<file path="src/rtl/mem_port_arbiter.sv">
// Arbitrates one memory port between instruction fetch and load/store.
// Data side wins ties; a busy-cycle counter aborts stalled transactions.
module mem_port_arbiter #(
   parameter int TIMEOUT = 16,
   parameter int CNT_W   = 5
) (
   input  logic        clk,
   input  logic        rst,
   input  logic        if_req,
   input  logic [31:0] if_addr,
   input  logic        d_req,
   input  logic        d_we,
   input  logic [31:0] d_addr,
   input  logic [31:0] d_wdata,
   input  logic [3:0]  d_wstrb,
   output logic [31:0] if_rdata,
   output logic        if_valid,
   output logic [31:0] d_rdata,
   output logic        dmem_valid,
   output logic        err,
   output logic        mem_req,
   output logic        mem_we,
   output logic [31:0] mem_addr,
   output logic [31:0] mem_wdata,
   output logic [3:0]  mem_wstrb,
   input  logic [31:0] mem_rdata,
   input  logic        mem_ack
);

   typedef enum logic [1:0] {
      IDLE,
      BUSY_D,
      BUSY_I
   } state_t;

   localparam logic [CNT_W-1:0] LAST = CNT_W'(TIMEOUT - 1);

   state_t           state;
   state_t           state_nx;
   logic [CNT_W-1:0] cnt;
   logic [31:0]      addr_q;
   logic [31:0]      wdata_q;
   logic [3:0]       wstrb_q;
   logic             we_q;
   logic             grant_d;
   logic             grant_i;
   logic             done;
   logic             expire;
   logic             busy;
   logic             own_d;
   logic             own_i;

   assign busy  = (state != IDLE);
   assign own_d = (state == BUSY_D);
   assign own_i = (state == BUSY_I);

   always_ff @(posedge clk or negedge rst) begin
      if (!rst) begin
         state <= IDLE;
      end else begin
         state <= state_nx;
      end
   end

   always_comb begin
      state_nx = state;
      grant_d  = 1'b0;
      grant_i  = 1'b0;
      done     = 1'b0;
      expire   = 1'b0;
      unique case (state)
         IDLE: begin
            if (d_req) begin
               state_nx = BUSY_D;
               grant_d  = 1'b1;
            end else if (if_req) begin
               state_nx = BUSY_I;
               grant_i  = 1'b1;
            end
         end
         BUSY_D, BUSY_I: begin
            // an ack in the final allowed cycle still completes normally
            if (mem_ack) begin
               state_nx = IDLE;
               done     = 1'b1;
            end else if (cnt == LAST) begin
               state_nx = IDLE;
               expire   = 1'b1;
            end
         end
         default: state_nx = IDLE;
      endcase
   end

   always_ff @(posedge clk or negedge rst) begin
      if (!rst) begin
         cnt <= '0;
      end else if (state_nx == IDLE) begin
         cnt <= '0;
      end else if (busy) begin
         cnt <= cnt + 1'b1;
      end
   end

   always_ff @(posedge clk or negedge rst) begin
      if (!rst) begin
         addr_q  <= '0;
         wdata_q <= '0;
         wstrb_q <= '0;
         we_q    <= 1'b0;
      end else if (grant_d) begin
         addr_q  <= d_addr;
         wdata_q <= d_wdata;
         wstrb_q <= d_we ? d_wstrb : 4'b0000;
         we_q    <= d_we;
      end else if (grant_i) begin
         addr_q  <= if_addr;
         wdata_q <= '0;
         wstrb_q <= 4'b0000;
         we_q    <= 1'b0;
      end
   end

   assign mem_req   = busy;
   assign mem_we    = we_q & own_d;
   assign mem_addr  = addr_q;
   assign mem_wdata = wdata_q;
   assign mem_wstrb = own_d ? wstrb_q : 4'b0000;

   always_ff @(posedge clk or negedge rst) begin
      if (!rst) begin
         if_valid   <= 1'b0;
         dmem_valid <= 1'b0;
         err        <= 1'b0;
         if_rdata   <= '0;
         d_rdata    <= '0;
      end else begin
         if_valid   <= own_i & (done | expire);
         dmem_valid <= own_d & (done | expire);
         err        <= expire;
         if (own_i && done) begin
            if_rdata <= mem_rdata;
         end else if (own_i && expire) begin
            if_rdata <= '0;
         end
         // stores return zero so the hold register never shows stale data
         if (own_d && done) begin
            d_rdata <= we_q ? 32'h0 : mem_rdata;
         end else if (own_d && expire) begin
            d_rdata <= '0;
         end
      end
   end

endmodule

</file>
<file path="config.mk">
export PLATFORM = sky130hd
export DESIGN_NAME = mem_port_arbiter
export DESIGN_NICKNAME = d
export VERILOG_FILES = /design/src/rtl/mem_port_arbiter.sv
export SDC_FILE = /design/constraint.sdc
export NUM_CORES = 1
export LEC_CHECK = 0
export ABC_AREA = 1
export BUFFER_PORTS_ARGS = -buffer_cell sky130_fd_sc_hd__clkbuf_2
export CORE_MARGIN = 2
export CORE_UTILIZATION = 51
export CTS_CLUSTER_DIAMETER = 60
export CTS_CLUSTER_SIZE = 25
export DETAILED_ROUTE_END_ITERATION = 8
export PLACE_DENSITY = 0.85
export REMOVE_ABC_BUFFERS = 1
export SLEW_MARGIN = 40
export SYNTH_ARGS = -nofsm -noshare
export SYNTH_HDL_FRONTEND = slang
export SYNTH_SLANG_ARGS = --single-unit
export TNS_END_PERCENT = 1
</file>
<file path="constraint.sdc">
create_clock -name clk -period 2.79 [get_ports clk]
set_clock_uncertainty 0.2 [all_clocks]
set_input_delay 0.279 -clock clk [delete_from_list [all_inputs] [get_ports clk]]
set_output_delay 0.279 -clock clk [all_outputs]
set_load 0.03 [all_outputs]
</file>
== Word-level counts from Yosys, hierarchy flattened ==
Cells that the tools add are included.

* Flip-flop bits (word level): 143
* Word-level logic and storage cells: 63

* $add $sub $neg: 1
* Equal/unequal tests: 3
* Muxes and demuxes: 32
* Bitwise logic cells: 4
* Reductions and logical operators: 12

{| class="wikitable"
|+ Operators by type and width
! operator !! count
|-
| $mux 32 || 9
|-
| $mux 4 || 4
|-
| $mux 1 || 12
|-
| $mux 5 || 2
|-
| $reduce_bool 2->1 || 5
|-
| $mux 2 || 4
|-
| $add 5x1->5 const B || 1
|-
| $eq 5x4->1 const B || 1
|-
| $logic_and 1x1->1 || 4
|-
| $logic_not 2->1 || 2
|-
| $pmux 2 s2 || 1
|-
| $and 1x1->1 || 3
|-
| $eq 2x1->1 const B || 1
|-
| $eq 2x2->1 const B || 1
|-
| $reduce_or 2->1 || 1
|-
| $or 1x1->1 || 1
|}

== Logic depth before layout (Yosys ltp) ==
Gate-level depths: netlist of run 1.

* Word-level depth: 7
* Mapped depth: 10

== Least setup slack after synthesis of run 1 ==
Ideal clock, no wire load.

* Path type: reg2reg
* From: register cnt[0]
* To: register if_rdata[10]
* Arrival time: 1.392 ns
* Required time: 2.460 ns
* Setup slack: 1.068 ns
* Stages on the path, launching flop included: 11
* Buffers on the path: 1
* Period minus slack after synthesis: 1.722 ns
* Cells stage by stage: dfrtp_1 > ha_1 > nand2_1 > nor2_1 > ha_1 > inv_1 > nor2_4 > nand2_2 > buf_2 > nand3_1 > o21ai_0

* Word-level cells in the longest chain between the ends: 6

{| class="wikitable"
|+ Ends and longest elaborated chain
! item !! RTL line !! source
|-
| from (decl) || 40 || <nowiki>logic [CNT_W-1:0] cnt;</nowiki>
|-
| from (signal assigned) || 101 || <nowiki>cnt <= cnt + 1'b1;</nowiki>
|-
| $eq 5x4->1 || 86 || <nowiki>end else if (cnt == LAST) begin</nowiki>
|-
| $mux 1 || 86 ||
|-
| $mux 1 || 83 || <nowiki>if (mem_ack) begin</nowiki>
|-
| $mux 1 || 71 || <nowiki>unique case (state)</nowiki>
|-
| via expire || 48 || <nowiki>logic expire;</nowiki>
|-
| $logic_and 1x1->1 || 143 || <nowiki>end else if (own_i && expire) begin</nowiki>
|-
| $reduce_bool 2->1 (no source line) || - ||
|-
| to (signal assigned) || 142 || <nowiki>if_rdata <= mem_rdata;</nowiki>
|-
| to (decl) || 16 || <nowiki>output logic [31:0] if_rdata,</nowiki>
|}

The timed path passes the listed nets, and every way through them passes these cells.
A chain may end at the register's enable or synchronous reset.

== Worst setup path after layout of run 1 ==
* From: register state[1]
* To: register addr_q[23], in the netlist mem_addr[23]

* Word-level cells in the longest chain between the ends: 3

{| class="wikitable"
|+ Ends and longest elaborated chain
! item !! RTL line !! source
|-
| from (decl) || 38 || <nowiki>state_t state;</nowiki>
|-
| from (signal assigned) || 61 || <nowiki>state <= state_nx;</nowiki>
|-
| $logic_not 2->1 * || 71 ||
|-
| $mux 1 || 71 ||
|-
| $mux 32 / $reduce_bool 2->1 (equally long branches) || - ||
|-
| to (signal assigned) || 112 || <nowiki>addr_q <= d_addr;</nowiki>
|-
| to (signal assigned) || 117 || <nowiki>addr_q <= if_addr;</nowiki>
|-
| to (decl) || 41 || <nowiki>logic [31:0] addr_q;</nowiki>
|}

Every way passes the cells marked *; elsewhere a longest branch is shown, timed or not.

==> results of run 1 <==
cell type report:
cell class              count  area, um^2  share of cell area [%]
flip-flops and latches    143        3578                   37.04
diodes                      2       5.005                 0.05181
clock inverters             6       107.6                   1.114
multi-input cells         349        1959                   20.28
repair buffers            423        2894                   29.96
well taps                 147       183.9                   1.904
inverters                 119       450.4                   4.663
clock buffers              24       481.7                   4.986
state kept, by name, indices dropped and copies added, names as in the netlist:
register / flops
cnt: 5
d_rdata: 32
dmem_valid: 1
err: 1
if_rdata: 32
if_valid: 1
mem_addr: 32
mem_wdata: 32
state: 2
we_q: 1
wstrb_q: 4
metal layers:
layer,global-route usage (%),vias to the layer above,share of wire [%]
li1,-,2925,-
met1,39.04,3166,35
met2,60.55,417,53
met3,10.80,121,7.1
met4,22.68,0,5.5
met5,2.353,-,0
what timing repair did:
item | in CTS | in global routing
hold buffers | 139 | 0
setup endpoints to repair | 0 | 30
resized for setup | 0 | 6
hold endpoints to repair | 192 | 0
worst max-delay path, stage by stage, from the launching register on:
cell and delay [ps]:
dfrtp_1 390, inv_1 110, ha_4 210, nand2_1 130, clkinv_2 300, buf_12 310, nor2_1 170, o22ai_2 110
dlygate4sd3_1 580
synthesized netlist by cell type:
master    count
a21oi_1       7
a21oi_4       1
buf_1         2
buf_2        18
buf_4         9
buf_6         6
clkbuf_1      7
dfrtp_1     143
ha_1          6
inv_1       115
inv_2         3
inv_4         1
mux2i_1       1
nand2_1      53
nand2_2       2
nand3_1      72
nand4_1       1
nor2_1       35
nor2_4        1
o211a_1       1
o21ai_0     121
o21ai_1      14
o22ai_1       3
o22ai_2      29
xor2_1        2
metrics by stage:
step / setup TNS [ps] / power, mW / std cells
floorplan: -6493 / 7.009 / 611
global placement: 0 / 8.583 / 1042
detailed placement: 0 / 8.731 / 1042
CTS: 0 / 11.50 / 1211
global route: 0 / 12.42 / 1212
finish: 0 / 11.91 / 1213
power by group:
part,internal [mW],total (mW),switching (mW)
clock network,1.46,2.32,0.857
registers,3.05,3.67,0.623
logic,1.93,5.93,4.00
total,6.44,11.9,5.48
cells by family after synthesis:
group / share of synthesized area, %
AOI/OAI and AO/OA: 17.96
xor gates and xnor gates: 0.2813
adders and majority gates: 1.205
buffers and inverters: 11.37
DFF: 57.45
muxes: 0.1607
and+or+nand+nor: 11.57
worst max-delay path by stage:
| stage | from | endpoint | slack [ps] | cells past startpoint |
|---|---|---|---|---|
| after floorplan | state[1] | mem_addr[10] | -210 | 6 |
| after global placement | state[1] | mem_addr[26] | 630 | 7 |
| after detailed placement | cnt[0] | if_rdata[11] | 550 | 9 |
| after CTS | state[0] | mem_addr[23] | 20 | 8 |
| after global routing | state[0] | mem_addr[23] | 50 | 8 |
| final | state[1] | mem_addr[23] | 150 | 8 |
==> results.py, run 1 <==
metrics = {
    "status": {
        "status": "completed",
    },
    "die": {
        "row_count": 40,
        "core_um2": 11960,
        "die_area_um2": 13110,
        "die_w_um": 114.5,
        "io_pins": 275,
        "die_h_um": 114.5,
        "initial_core_util_pct": 52.07,
    },
    "power_and_ir_drop": {
        "leakage_nw": 5.122,
        "peakVddDrop_v": 0.001015,
        "power_density_nw_per_um2": 1233,
    },
    "timing": {
        "finalMaxSlewViolations": 0,
        "fmax_mhz": 378.6,
        "rsz0062_at_grt": "no",
        "tightest_slew_ps": 685.0,
        "worst_slack_ps": 149.0,
        "fin_crit_sh_pct": 94.66,
        "finalSetupViolCount": 0,
        "relSlewSlack_pct": 54.17,
        "final_hold_viol_count": 0,
        "min_period_ps": 2641,
        "timing.hold.ws_ps": 177.9,
    },
    "placement": {
        "gp_congestion": 0.8207,
        "io_buffers": 274,
        "dp_hpwl_um": 11820,
        "placed_area_um2": 7649,
        "place_worst_setup_slack_ps": 547.2,
    },
    "job": {
        "drv_cap": 0,
    },
    "yosys": {
        "postSynthCellCount": 653,
        "synth_top_area_cell": "dfrtp_1",
        "synth_area_leaders": "dfrtp_1 (57%), o21ai_0 (9.7%), inv_1 (6.9%)",
        "synth_area_um2": 6228,
        "syn_area_per_cell_um2": 9.538,
        "synth.distinct_cells": 25,
        "yosysWarnings": 0,
        "synth-seq-cells": 143,
        "synth_top_area_share_pct": 57.45,
        "seq_area_frac_synth_pct": 57.45,
    },
    "min_path": {
        "hp-class": "in -> reg",
        "hp-start": "if_req",
        "holdPathEnd": "wstrb_q[0]",
        "min_delay_path_depth": 4,
    },
    "setup_path": {
        "path_max_fanout": 49,
        "r2r-start": "state[1]",
        "r2r_cells": 8,
        "end_kind": "flop",
        "cp.arrival_ps": 2740,
        "r2r_slack_ps": 150,
        "worstSetupPathType": "reg -> reg",
        "crit_required_ps": 2890,
        "r2r_end": "mem_addr[23]",
        "start_kind": "flop",
    },
    "global_route": {
        "grt_pass1_vias": 6640,
        "grt_max_degree": 66,
        "track_usage_pct": 35.80,
        "grt_pass1_wl_um": 35350,
        "antenna_found_initial": 3,
        "grt-ovfl-total": 0,
    },
    "drt": {
        "drc": 0,
        "drtIter0Drc": 743,
        "drt_first_pass_iters": 5,
        "ant_nets": 0,
        "viasPerCell": 5.465,
        "routedWlPerCell_um": 18.96,
        "wl_um": 23000,
        "via_count": 6629,
    },
    "clocking": {
        "cts_tree": "built",
        "post_cts_buffers": 0,
        "cts_max_level": 4,
        "clockBufferDepth": 2,
        "cts_made_buffers": 17,
        "cts_sinks": 143,
        "worst_setup_hold_path_clk_slew_ps": 60,
        "worstSkewPairLatency_ps": 430,
        "cts-root-buf": "clkbuf_16",
    },
    "layout": {
        "drive_gt1_share_pct": 32.80,
        "nNetsFinal": 1197,
        "layout_commonest_cell": "clkbuf_2",
        "fillers": 674,
        "final_cell_mix": "clkbuf_2 (273), dfrtp_1 (143), dlygate4sd3_1 (139)",
        "area_growth_pct": 55.10,
        "final_util_pct": 80.76,
        "finalInstanceArea_um2": 9661,
    },
}
(Power assumes the default switching activity.)
==> inputs of run 2 (changes only) <==
--- a/config.mk
+++ b/config.mk
@@ -5,13 +5,14 @@
 export SDC_FILE = /design/constraint.sdc
 export NUM_CORES = 1
 export LEC_CHECK = 0
-export ABC_AREA = 1
 export BUFFER_PORTS_ARGS = -buffer_cell sky130_fd_sc_hd__clkbuf_2
 export CORE_MARGIN = 2
-export CORE_UTILIZATION = 51
+export CORE_UTILIZATION = 50
 export CTS_CLUSTER_DIAMETER = 60
 export CTS_CLUSTER_SIZE = 25
 export DETAILED_ROUTE_END_ITERATION = 8
+export GPL_ROUTABILITY_DRIVEN = 0
+export MAX_ROUTING_LAYER = met4
 export PLACE_DENSITY = 0.85
 export REMOVE_ABC_BUFFERS = 1
 export SLEW_MARGIN = 40
==> run 2 against run 1 <==
  * Die area is 3.4% lower
  * Largest power group unchanged
  * Critical endpoint is now wstrb_q[2]
  * Routed wire length is 16% lower
  * First-iteration DRC count is 29% lower
  * Highest routed layer unchanged
  * Area after synthesis down 5.4%
  * Cell count fell by 18%
==> results.py, run 2 <==
metrics = {
    "status": {
        "status": "completed",
    },
    "global_route": {
        "grt-ovfl-total": 0,
        "track_usage_pct": 31.50,
        "antenna_found_initial": 0,
        "grt_pass1_wl_um": 30550,
        "grt_pass1_vias": 5999,
        "grt_max_degree": 63,
    },
    "timing": {
        "final_hold_viol_count": 0,
        "worst_slack_ps": 328.9,
        "fin_crit_sh_pct": 88.21,
        "rsz0062_at_grt": "no",
        "finalMaxSlewViolations": 0,
        "finalSetupViolCount": 0,
        "fmax_mhz": 406.3,
        "relSlewSlack_pct": 57.27,
        "timing.hold.ws_ps": 91.96,
        "min_period_ps": 2461,
        "tightest_slew_ps": 641.0,
        "setup_tns_ps": 0,
    },
    "min_path": {
        "hp-class": "in -> reg",
        "min_delay_path_depth": 4,
        "holdPathEnd": "mem_addr[28]",
        "hp-start": "if_addr[28]",
    },
    "layout": {
        "drive_gt1_share_pct": 38.38,
        "antenna_cells": 0,
        "nNetsFinal": 983,
        "fillers": 639,
        "final_util_pct": 78.78,
        "layout.cells.non_filler": 995,
        "area_growth_pct": 53.29,
        "layout_commonest_cell": "clkbuf_2",
        "final_cell_mix": "clkbuf_2 (273), dfrtp_1 (143), dlygate4sd3_1 (107)",
    },
    "yosys": {
        "synth_area_leaders": "dfrtp_1 (61%), a22o_1 (14%), a221o_1 (5.4%)",
        "synth_top_area_share_pct": 60.72,
        "syn_area_per_cell_um2": 12.65,
        "synthArstFlopShare_pct": 100.0,
        "synth-seq-cells": 143,
        "synth_area_um2": 5893,
        "synth_top_area_cell": "dfrtp_1",
        "synth.most_common_cell": "dfrtp_1",
        "synth.distinct_cells": 33,
        "seq_area_frac_synth_pct": 60.72,
        "yosysWarnings": 0,
        "synth_edf_count": 0,
        "postSynthCellCount": 466,
        "synth_top_cells_by_count": "dfrtp_1 (143), a22o_1 (97), a21oi_1 (34), nand2b_1 (34)",
        "ys.flop_type": "dfrtp_1",
    },
    "setup_path": {
        "start_kind": "flop",
        "cp.arrival_ps": 2550,
        "r2r_end": "wstrb_q[2]",
        "r2r_cells": 7,
        "worstSetupPathType": "reg -> reg",
        "crit_required_ps": 2880,
        "r2r_slack_ps": 330,
        "path_max_fanout": 37,
        "r2r-start": "state[1]",
        "end_kind": "flop",
    },
    "drt": {
        "drc": 0,
        "viasPerCell": 5.802,
        "routedWlPerCell_um": 19.38,
        "drt_first_pass_iters": 5,
        "via_count": 5773,
        "ant_nets": 0,
        "drtIter0Drc": 530,
        "wl_um": 19280,
    },
    "power_and_ir_drop": {
        "peakVddDrop_v": 0.0008685,
        "leakage_nw": 4.601,
        "power_density_nw_per_um2": 1210,
    },
    "clocking": {
        "clockBufferDepth": 2,
        "cts_tree": "built",
        "cts_made_buffers": 17,
        "cts_sinks": 143,
        "cts_max_level": 4,
        "cts-root-buf": "clkbuf_16",
        "cts_hold_buffers": 107,
        "worst_setup_hold_path_clk_slew_ps": 60,
        "post_cts_resized": 0,
        "post_cts_buffers": 0,
        "worstSkewPairLatency_ps": 410,
    },
    "die": {
        "row_count": 39,
        "die_h_um": 112.6,
        "io_pins": 275,
        "core_um2": 11470,
        "die_w_um": 112.6,
        "die_area_um2": 12670,
        "initial_core_util_pct": 51.39,
    },
    "placement": {
        "dp_cells": 856,
        "io_buffers": 274,
        "dp_hpwl_um": 11530,
        "place_worst_setup_slack_ps": 581.2,
    },
    "job": {
        "drv_cap": 0,
    },
}
## run 2: cell count changes after synthesis, sizes merged, moves of 7 or more
cell    before  now
a21oi        8   35
a221o        0   32
a22o         0   97
and2         0    7
inv        119    6
nand2       55    2
nand2b       0   34
nand3       72   32
nor2        36   10
o21ai      135    1
o22ai       32    1
## run 2: power breakdown
group | internal (mW) | switching [mW] | total, mW
logic | 1.70 | 3.25 | 4.95
registers | 2.99 | 0.675 | 3.66
clock network | 1.38 | 0.945 | 2.32
total | 6.06 | 4.87 | 10.9
## run 2: area by class of cell
| class | count | area, um^2 | share of cell area, % |
|---|---|---|---|
| Multi-Input combinational cell | 275 | 2069 | 22.91 |
| Timing Repair Buffer | 396 | 2574 | 28.49 |
| Clock buffer | 18 | 439.2 | 4.861 |
| Clock inverter | 14 | 171.4 | 1.898 |
| Inverter | 6 | 22.52 | 0.2493 |
| Sequential cell | 143 | 3578 | 39.61 |
| Tap cell | 143 | 178.9 | 1.981 |
## run 2: worst max-delay path, cell delays in order (launching register included)
cell and delay, ps:
dfrtp_1 430, inv_1 100, ha_1 200, buf_4 260, o21ai_4 70, buf_4 260, a32o_1 250, dlygate4sd3_1 560
## run 2: layer usage
metal / vias up / track usage (%) / part of all wire [%]
met5: - / - / 0
met4: 0 / 16.10 / 4.5
met3: 77 / 6.210 / 7.7
met2: 393 / 51.54 / 50
met1: 2783 / 37.10 / 38
li1: 2520 / - / -
## run 2: metrics by stage
step / cell area [um^2] / power (mW)
6_report: 9034 / 10.93
3_5_place_dp: 7352 / 8.362
2_1_floorplan: 5668 / 6.709
4_1_cts: 9034 / 10.86
5_1_grt: 9034 / 11.43
3_3_place_gp: 7352 / 8.205
## run 2: logic make-up after synthesis
kind of cell | synth area share, %
adders and majority gates | 1.274
buffers and inverters | 4.204
and+or+nand+nor | 8.599
AOI/OAI and AO/OA | 24.59
muxes | 0.1699
DFF | 60.72
xor gates and xnor gates | 0.4459
## run 2: worst max path at each step
stage,start,endpoint,slack [ps]
final,state[1],wstrb_q[2],330
after global routing,state[1],wstrb_q[2],220
after CTS,state[1],mem_req,360
after detailed placement,state[1],mem_addr[30],580
after global placement,state[1],mem_addr[17],690
after floorplan,state[1],cnt[0],-180
==> inputs of run 3 (changes only) <==
--- a/config.mk
+++ b/config.mk
@@ -13,7 +13,7 @@
 export DETAILED_ROUTE_END_ITERATION = 8
 export GPL_ROUTABILITY_DRIVEN = 0
 export MAX_ROUTING_LAYER = met4
-export PLACE_DENSITY = 0.85
+export PLACE_DENSITY_LB_ADDON = 0.15
 export REMOVE_ABC_BUFFERS = 1
 export SLEW_MARGIN = 40
 export SYNTH_ARGS = -nofsm -noshare
==> run 3 against run 2 <==
  * Critical path depth decreased by 1
  * Clock-buffer cell count increased by 3
  * Sequential cell count unchanged
  * Routed wire length decreased by 3.6%
  * Final area increased by 0.24%
  * Clock power about the same
  * Worst hold slack got worse by 5.7 ps
  * Core utilization increased by 0.19 points
  * Critical endpoint is now wstrb_q[3]
  * Largest power group unchanged
  * Highest routed layer unchanged
==> results.py, run 3 (same netlist as run 2, synthesis figures left out) <==
metrics = {
    "timing": {
        "finalSetupViolCount": 0,
        "final_hold_viol_count": 0,
        "setup_tns_ps": 0,
        "relSlewSlack_pct": 61.81,
        "min_period_ps": 2439,
        "fmax_mhz": 409.9,
        "finalMaxSlewViolations": 0,
        "rsz0062_at_grt": "no",
        "fin_crit_sh_pct": 87.43,
        "timing.hold.ws_ps": 86.30,
        "tightest_slew_ps": 572.8,
    },
    "clocking": {
        "cts_tree": "built",
        "worst_setup_hold_path_clk_slew_ps": 60,
        "cts-root-buf": "clkbuf_16",
        "cts_max_level": 4,
        "worstSkewPairLatency_ps": 410,
        "clockBufferDepth": 2,
        "cts_sinks": 143,
        "cts_made_buffers": 17,
        "post_cts_buffers": 0,
    },
    "setup_path": {
        "critPathLaunch": "state[1]",
        "slowest_stage": "dlygate4sd3_1",
        "r2r_cells": 6,
        "setup.worst_path.end": "wstrb_q[3]",
        "cp_top_family": "buffers and inverters",
        "path_max_fanout": 23,
        "path_cells": "inv_1, ha_1, buf_4, o21ai_4, a32o_1, dlygate4sd3_1",
        "end_kind": "flop",
        "r2r_end": "wstrb_q[3]",
        "start_kind": "flop",
        "cp.arrival_ps": 2530,
        "r2r-start": "state[1]",
        "worstSetupPathDepth": 6,
        "worst-path-buf-inv": 3,
        "worstSetupPathType": "reg -> reg",
        "crit_required_ps": 2880,
        "slowest_delay_ps": 560,
        "r2r_slack_ps": 350,
    },
    "die": {
        "die_h_um": 112.6,
        "die_area_um2": 12670,
        "io_pins": 275,
        "die_w_um": 112.6,
        "row_count": 39,
        "initial_core_util_pct": 51.39,
        "core_um2": 11470,
    },
    "power_and_ir_drop": {
        "combPwrFrac_pct": 45.5,
        "cell_internal_pwr_mw": 6.166,
        "peakVddDrop_v": 0.001041,
        "power_density_nw_per_um2": 1206,
        "switchingPower_mw": 4.756,
        "power_mw": 10.92,
        "p_clk_share_pct": 21.1,
        "p_sw_share_pct": 43.54,
        "leakage_nw": 4.607,
        "seq_power_share_pct": 33.5,
    },
    "global_route": {
        "antenna_found_initial": 0,
        "grt-ovfl-total": 0,
        "grt_pass1_wl_um": 29380,
        "track_usage_pct": 30.15,
        "grt_max_degree": 55,
        "grt_pass1_vias": 5779,
    },
    "layout": {
        "layout.cells.non_filler": 995,
        "antenna_cells": 0,
        "final_cell_mix": "clkbuf_2 (273), dfrtp_1 (143), dlygate4sd3_1 (107)",
        "nNetsFinal": 983,
        "area_growth_pct": 53.65,
        "layout_commonest_cell": "clkbuf_2",
        "drive_gt1_share_pct": 38.15,
        "final_util_pct": 78.96,
    },
    "drt": {
        "ant_nets": 0,
        "drc": 0,
        "routedWlPerCell_um": 18.69,
        "drt_first_pass_iters": 5,
        "wl_um": 18600,
        "via_count": 5649,
        "viasPerCell": 5.677,
        "drtIter0Drc": 530,
    },
    "placement": {
        "dp_cells": 856,
        "io_buffers": 274,
        "dp_hpwl_um": 11490,
    },
    "min_path": {
        "hp-class": "in -> reg",
    },
    "status": {
        "status": "completed",
    },
    "job": {
        "drv_cap": 0,
    },
}
run 3: cell types whose count changed in the layout (fill, tap and decap cells not counted), moves of 2 or more:
| cell | before | now |
|---|---|---|
| clkinv_2 | 0 | 5 |
| inv_6 | 5 | 0 |
| clkinv_4 | 3 | 1 |
| clkbuf_1 | 0 | 2 |
| inv_8 | 3 | 0 |
| buf_4 | 14 | 12 |
run 3: how the worst min path moves through the flow:
stage / start / end / slack [ps] / cells past startpoint
finish: if_addr[18] / mem_addr[18] / 90 / 4
global route: if_addr[2] / mem_addr[2] / 100 / 4
CTS: if_addr[6] / mem_addr[6] / 70 / 4
detailed placement: rst / d_rdata[4] / 30 / 1
global placement: rst / d_rdata[4] / 30 / 1
floorplan: rst / cnt[0] / -220 / 0
run 3: area by class of cell:
class | count | area, um^2
Sequential cell | 143 | 3578
Timing Repair Buffer | 396 | 2606
Multi-Input combinational cell | 275 | 2069
Inverter | 6 | 22.52
Fill cell | 667 | 2412
Clock inverter | 11 | 138.9
Clock buffer | 21 | 460.4
Tap cell | 143 | 178.9
run 3: metal layers:
| metal | share of wire (%) | global-route usage, % | wire length [um] | vias to the layer above |
|---|---|---|---|---|
| li1 | - | - | - | 2509 |
| met1 | 39 | 36.60 | 7270 | 2767 |
| met2 | 51 | 49.78 | 9442 | 333 |
| met3 | 7.6 | 6.048 | 1413 | 40 |
| met4 | 2.5 | 11.95 | 471 | 0 |
| met5 | 0 | - | 0 | - |
run 3: through the flow:
| stage | setup slack (ps) | instance area, um^2 |
|---|---|---|
| floorplan | -180.9 | 5668 |
| global placement | 732.7 | 7357 |
| detailed placement | 687.2 | 7385 |
| CTS | 375.2 | 9055 |
| global route | 217.3 | 9055 |
| finish | 350.6 | 9055 |
run 3: worst register-to-register path: stages (launching register included):
cell and delay, ps:
dfrtp_1 430, inv_1 100, ha_1 230, buf_4 330
o21ai_4 210, a32o_1 260, dlygate4sd3_1 560
run 3: timing repair:
| action | in CTS | in global routing |
|---|---|---|
| hold buffers | 107 | 0 |
| gates resized for setup | 0 | 0 |
| endpoints found under the hold margin | 184 | 0 |
run 3: power groups by stage:
stage	Clock [mW]	Combinational (mW)	Sequential, mW
after floorplan	0	1.46	5.25
after global placement	0	4.66	3.60
after detailed placement	0	4.79	3.61
after CTS	2.32	4.95	3.61
after global routing	2.42	5.24	3.75
final	2.30	4.97	3.65
